File: src/rtl/nibble_add_seq_pkg.sv
// Shared definitions for the nibble-serial adder: FSM state encoding and
// the width of the time-shared adder slice.
package nibble_add_seq_pkg;

    localparam int NIBBLE_W = 4;

    typedef enum logic [1:0] {
        ST_IDLE = 2'd0,
        ST_RUN  = 2'd1,
        ST_DONE = 2'd2
    } state_t;

endpackage

File: src/rtl/nibble_add_seq_rip_add.sv
// Purely combinational 4-bit ripple-carry adder built from full-adder cells.
module rip_add
    import nibble_add_seq_pkg::*;
(
    input  logic [NIBBLE_W-1:0] A,
    input  logic [NIBBLE_W-1:0] B,
    input  logic                Cin,
    output logic                Cout,
    output logic [NIBBLE_W-1:0] Sum
);

    logic [NIBBLE_W:0] carry;

    assign carry[0] = Cin;

    for (genvar gi = 0; gi < NIBBLE_W; gi++) begin : g_full_adder
        assign Sum[gi]     = A[gi] ^ B[gi] ^ carry[gi];
        assign carry[gi+1] = (A[gi] & B[gi]) | (carry[gi] & (A[gi] ^ B[gi]));
    end

    assign Cout = carry[NIBBLE_W];

endmodule

File: src/rtl/nibble_add_seq.sv
// Wide add/subtract unit that reuses one 4-bit ripple adder over NIBBLES
// cycles, least-significant nibble first, behind valid/ready handshakes.
module nibble_add_seq
    import nibble_add_seq_pkg::*;
#(
    parameter int NIBBLES = 4
) (
    input  logic                        clk,
    input  logic                        rst,
    input  logic                        in_valid,
    output logic                        in_ready,
    input  logic [NIBBLE_W*NIBBLES-1:0] a,
    input  logic [NIBBLE_W*NIBBLES-1:0] b,
    input  logic                        cin,
    input  logic                        sub,
    output logic                        out_valid,
    input  logic                        out_ready,
    output logic [NIBBLE_W*NIBBLES-1:0] sum,
    output logic                        cout,
    output logic                        ovf
);

    localparam int W  = NIBBLE_W * NIBBLES;
    localparam int CW = (NIBBLES > 1) ? $clog2(NIBBLES) : 1;
    localparam logic [CW-1:0] K_LAST = CW'(NIBBLES - 1);

    state_t          state_reg, state_next;
    logic [CW-1:0]   k_reg, k_next;
    logic [W-1:0]    a_reg, a_next;
    logic [W-1:0]    b_reg, b_next;
    logic [W-1:0]    acc_reg, acc_next;
    logic            carry_reg, carry_next;
    logic            msb_a_reg, msb_a_next;
    logic            msb_b_reg, msb_b_next;
    logic [W-1:0]    sum_reg, sum_next;
    logic            cout_reg, cout_next;
    logic            ovf_reg, ovf_next;

    logic [W-1:0]          b_in;
    logic [NIBBLE_W-1:0]   nib_sum;
    logic                  nib_cout;
    logic [W-1:0]          nib_ext;

    assign b_in    = sub ? ~b : b;
    assign nib_ext = W'(nib_sum);

    rip_add u_rip_add (
        .A    (a_reg[NIBBLE_W-1:0]),
        .B    (b_reg[NIBBLE_W-1:0]),
        .Cin  (carry_reg),
        .Cout (nib_cout),
        .Sum  (nib_sum)
    );

    always_ff @(posedge clk) begin
        if (rst) begin
            state_reg <= ST_IDLE;
            k_reg     <= '0;
            a_reg     <= '0;
            b_reg     <= '0;
            acc_reg   <= '0;
            carry_reg <= 1'b0;
            msb_a_reg <= 1'b0;
            msb_b_reg <= 1'b0;
            sum_reg   <= '0;
            cout_reg  <= 1'b0;
            ovf_reg   <= 1'b0;
        end else begin
            state_reg <= state_next;
            k_reg     <= k_next;
            a_reg     <= a_next;
            b_reg     <= b_next;
            acc_reg   <= acc_next;
            carry_reg <= carry_next;
            msb_a_reg <= msb_a_next;
            msb_b_reg <= msb_b_next;
            sum_reg   <= sum_next;
            cout_reg  <= cout_next;
            ovf_reg   <= ovf_next;
        end
    end

    always_comb begin
        state_next = state_reg;
        k_next     = k_reg;
        a_next     = a_reg;
        b_next     = b_reg;
        acc_next   = acc_reg;
        carry_next = carry_reg;
        msb_a_next = msb_a_reg;
        msb_b_next = msb_b_reg;
        sum_next   = sum_reg;
        cout_next  = cout_reg;
        ovf_next   = ovf_reg;

        case (state_reg)
            ST_IDLE: begin
                if (in_valid) begin
                    a_next     = a;
                    b_next     = b_in;
                    carry_next = sub | cin;
                    msb_a_next = a[W-1];
                    msb_b_next = b_in[W-1];
                    acc_next   = '0;
                    k_next     = '0;
                    state_next = ST_RUN;
                end
            end
            ST_RUN: begin
                // New nibble enters at the top so nibble 0 lands in [3:0] after NIBBLES shifts.
                a_next     = a_reg >> NIBBLE_W;
                b_next     = b_reg >> NIBBLE_W;
                acc_next   = (acc_reg >> NIBBLE_W) | (nib_ext << (W - NIBBLE_W));
                carry_next = nib_cout;
                k_next     = k_reg + 1'b1;
                if (k_reg == K_LAST) begin
                    k_next     = '0;
                    state_next = ST_DONE;
                    sum_next   = acc_next;
                    cout_next  = nib_cout;
                    ovf_next   = (msb_a_reg == msb_b_reg) && (acc_next[W-1] != msb_a_reg);
                end
            end
            ST_DONE: begin
                if (out_ready) begin
                    state_next = ST_IDLE;
                end
            end
            default: state_next = ST_IDLE;
        endcase
    end

    // Outputs read as zero during any reset cycle, not just after the reset edge.
    assign in_ready  = (state_reg == ST_IDLE) && !rst;
    assign out_valid = (state_reg == ST_DONE) && !rst;
    assign sum       = rst ? '0 : sum_reg;
    assign cout      = rst ? 1'b0 : cout_reg;
    assign ovf       = rst ? 1'b0 : ovf_reg;

endmodule

File: config.mk
export PLATFORM = sky130hd
export DESIGN_NAME = nibble_add_seq
export DESIGN_NICKNAME = d
export VERILOG_FILES = /design/src/rtl/nibble_add_seq_pkg.sv /design/src/rtl/nibble_add_seq_rip_add.sv /design/src/rtl/nibble_add_seq.sv
export SDC_FILE = /design/constraint.sdc
export NUM_CORES = 1
export LEC_CHECK = 0
export CORE_MARGIN = 2
export CORE_UTILIZATION = 48
export DETAILED_ROUTE_END_ITERATION = 8
export PLACE_DENSITY = 0.86
export SETUP_SLACK_MARGIN = 0.1
export SLEW_MARGIN = 30
export SYNTH_ARGS = -nofsm -noshare
export SYNTH_HDL_FRONTEND = slang
export SYNTH_HIERARCHICAL = 1
export SYNTH_SLANG_ARGS = --single-unit
export TNS_END_PERCENT = 5
File: constraint.sdc
create_clock -name clk -period 5.7 [get_ports clk]
set_input_delay 1.14 -clock clk [delete_from_list [all_inputs] [get_ports clk]]
set_output_delay 1.14 -clock clk [all_outputs]
set_load 0.1 [all_outputs]
==> results.toml <==
[logic_synthesis]
synthCells = 315
yosysTopAreaCell = "dfxtp_1"
ys_ff_latch = 69
yosysWarnings = 6
synth_cell_types = 38
synth_most_common_cell = "dfxtp_1"
synth-compound-area-share = 0.202
synthesis.nets = 358
yosysTopAreaCellShare = 0.455
synth_flop_cell = "dfxtp_1"
synth_fa_ha_area_frac = 0.0305
netlist_area_sq_um = 3040
synth-async-reset-ratio = 0
synth-edff-count = 0
synthMuxAreaShare = 0.0429
synth_top_family_by_area = "compound AO/OA/AOI/OAI gates"
synth-simple-area-share = 0.151
avgSynthCellArea_sq_um = 9.64
synth_common_cells = "dfxtp_1, nor2_1, a22oi_1, nand2_1, nor2b_1"
synth-xor-area-share = 0.0461
synth_area_leaders = "dfxtp_1, a22oi_1, mux2i_1, nor2_1, nor2b_1"
seq_area_frac_synth = 0.455

[clock_network]
clk-insertion-delay-late_ns = 0.34
clk_path_buf_depth = 2
postCtsHoldBufs = 0
clockRootBuffer = "clkbuf_8"
h-tree-depth = 3
post_cts_buffers = 0
path_clk_slew_ns = 0.07
tritoncts = "built"
cts-buffers-inserted = 9
cts.repair.resized = 0
cts.sinks = 69

[sta]
clock_skew_ns = 0.00619
worst_pin_slew_ns = 0.996
final.min_clock_period_ns = 4.24
hold_viol = 0
max_freq_mhz = 236
setup_viol = 0
slew_headroom = 0.334
setup_ws_ns = 1.46
post-route-period-util = 0.744
tns_ns = 0
holdWs_ns = 0.455
maxSlewViolCount = 0
grt_setup_unrepaired = "false"

[grt]
grt_use_total = 0.179
first_global_vias = 2232
met3_usage = 0.0495
grt-busiest-layer = "met2"
grt_pass1_wl_um = 10200
antenna_found_initial = 0
gr-total-overflow = 0
grtUsageMet1 = 0.218
grt_max_degree = 36
grtUsageMet2 = 0.296

[route]
routed_wl_um = 6110
drt_pass1_iterations = 5
drc_errors = 0
vias = 2369
wl_per_cell_um = 13.9
antenna_left = 0
viasPerCell = 5.37
drt_iter0_drc = 161

[setup_path]
r2r_cells = 10
crit_slowest_cell = "clkdlybuf4s50_1"
critPathKind = "in2out"
cp_cell_sequence = "buf_2 -> buf_4 -> nor2b_1 -> clkdlybuf4s50_1"
crit_path_end_kind = "output port"
critPathMaxStageDelay_ns = 1.15
cp-start-kind = "primary input"
worst_ep_arrival_time_ns = 3.10
cp_max_fo = 35
cp_data_required_time_ns = 4.56

[power]
total_power_mw = 1.04
p_leak_nw = 1.40
powerDensity_nw_per_um2 = 277
vdd_drop_max_v = 0.000189

[placement]
hpwl_um = 4230
dp_slack_ns = 1.46
place_congestion = 0.773
dp.cells = 425
portBuffers = 57
placed_area_sq_um = 3550

[cells_and_area]
fin_area_sq_um = 3750
area_growth_pct = 23.4
drive_gt1_frac = 0.0765
fin_nets = 404
fin_cells = 441
diodes = 0
utilization = 0.622

[die]
fp-row-count = 28
dieWidth_um = 83.5
initial_core_util = 0.504
fp.dieArea_sq_um = 6980
io_pins = 58
die_h_um = 83.5
core_area_sq_um = 6030

[min_path]
min_path_cells = 2
hp-class = "reg2reg"

[status]
status = "completed"

[run]
cap_violations = 0
[worst max-delay path, delay by kind of cell]
family | cells | cell delay [ns]
buf+inv | 3 | 1.75
simple gates | 1 | 0.18
[final timing paths]
path / start / end / slack, ns
max: rst / sum[2] / 1.46
min: a_reg[15] / a_reg[15] / 0.45
max reg2reg: a_reg[0] / ovf_reg / 2.97
min reg2reg: a_reg[15] / a_reg[15] / 0.45
[layout make-up]
type | instances | area, sq um
fill | 535 | 2280
sequential | 69 | 1380
clock inverter | 4 | 47.5
timing repair buffer | 61 | 596
clock buffer | 12 | 145
multi-input combinational | 207 | 1440
tap | 75 | 93.8
inverter | 13 | 48.8
[power by group]
part           internal, mW  leakage, nW  switching [mW]
clock network         0.213       0.0964           0.174
registers             0.505        0.563          0.0137
logic                0.0636        0.743          0.0702
[cells by family (layout without fill, tap and decap cells)]
logic type | count (synthesis) | in the layout
DFF | 69 | 69
buffers and inverters | 39 | 90
and+or+nand+nor | 88 | 88
muxes | 13 | 13
AOI/OAI and AO/OA | 85 | 85
adders and majority gates | 5 | 5
xor gates and xnor gates | 16 | 16
[routing by layer]
layer | wire (um) | share of wire | vias up
li1 | - | - | 1194
met1 | 2800 | 0.46 | 1095
met2 | 2840 | 0.46 | 65
met3 | 300 | 0.049 | 15
met4 | 165 | 0.027 | 0
met5 | 0 | 0 | -
[layout by cell type (no fill, tap or decap), drive strengths merged, types with 3 or more instances in the layout]
cell	count
o22a	8
a21oi	13
xor2	4
nand2	24
o22ai	12
clkdlybuf4s50	56
a22oi	32
fa	4
nor2b	19
xnor2	12
clkbuf	12
a211oi	12
o21ai	3
nor2	35
dfxtp	69
mux2i	13
inv	13
buf	5
No activity file was read; power rests on OpenSTA's default activity.
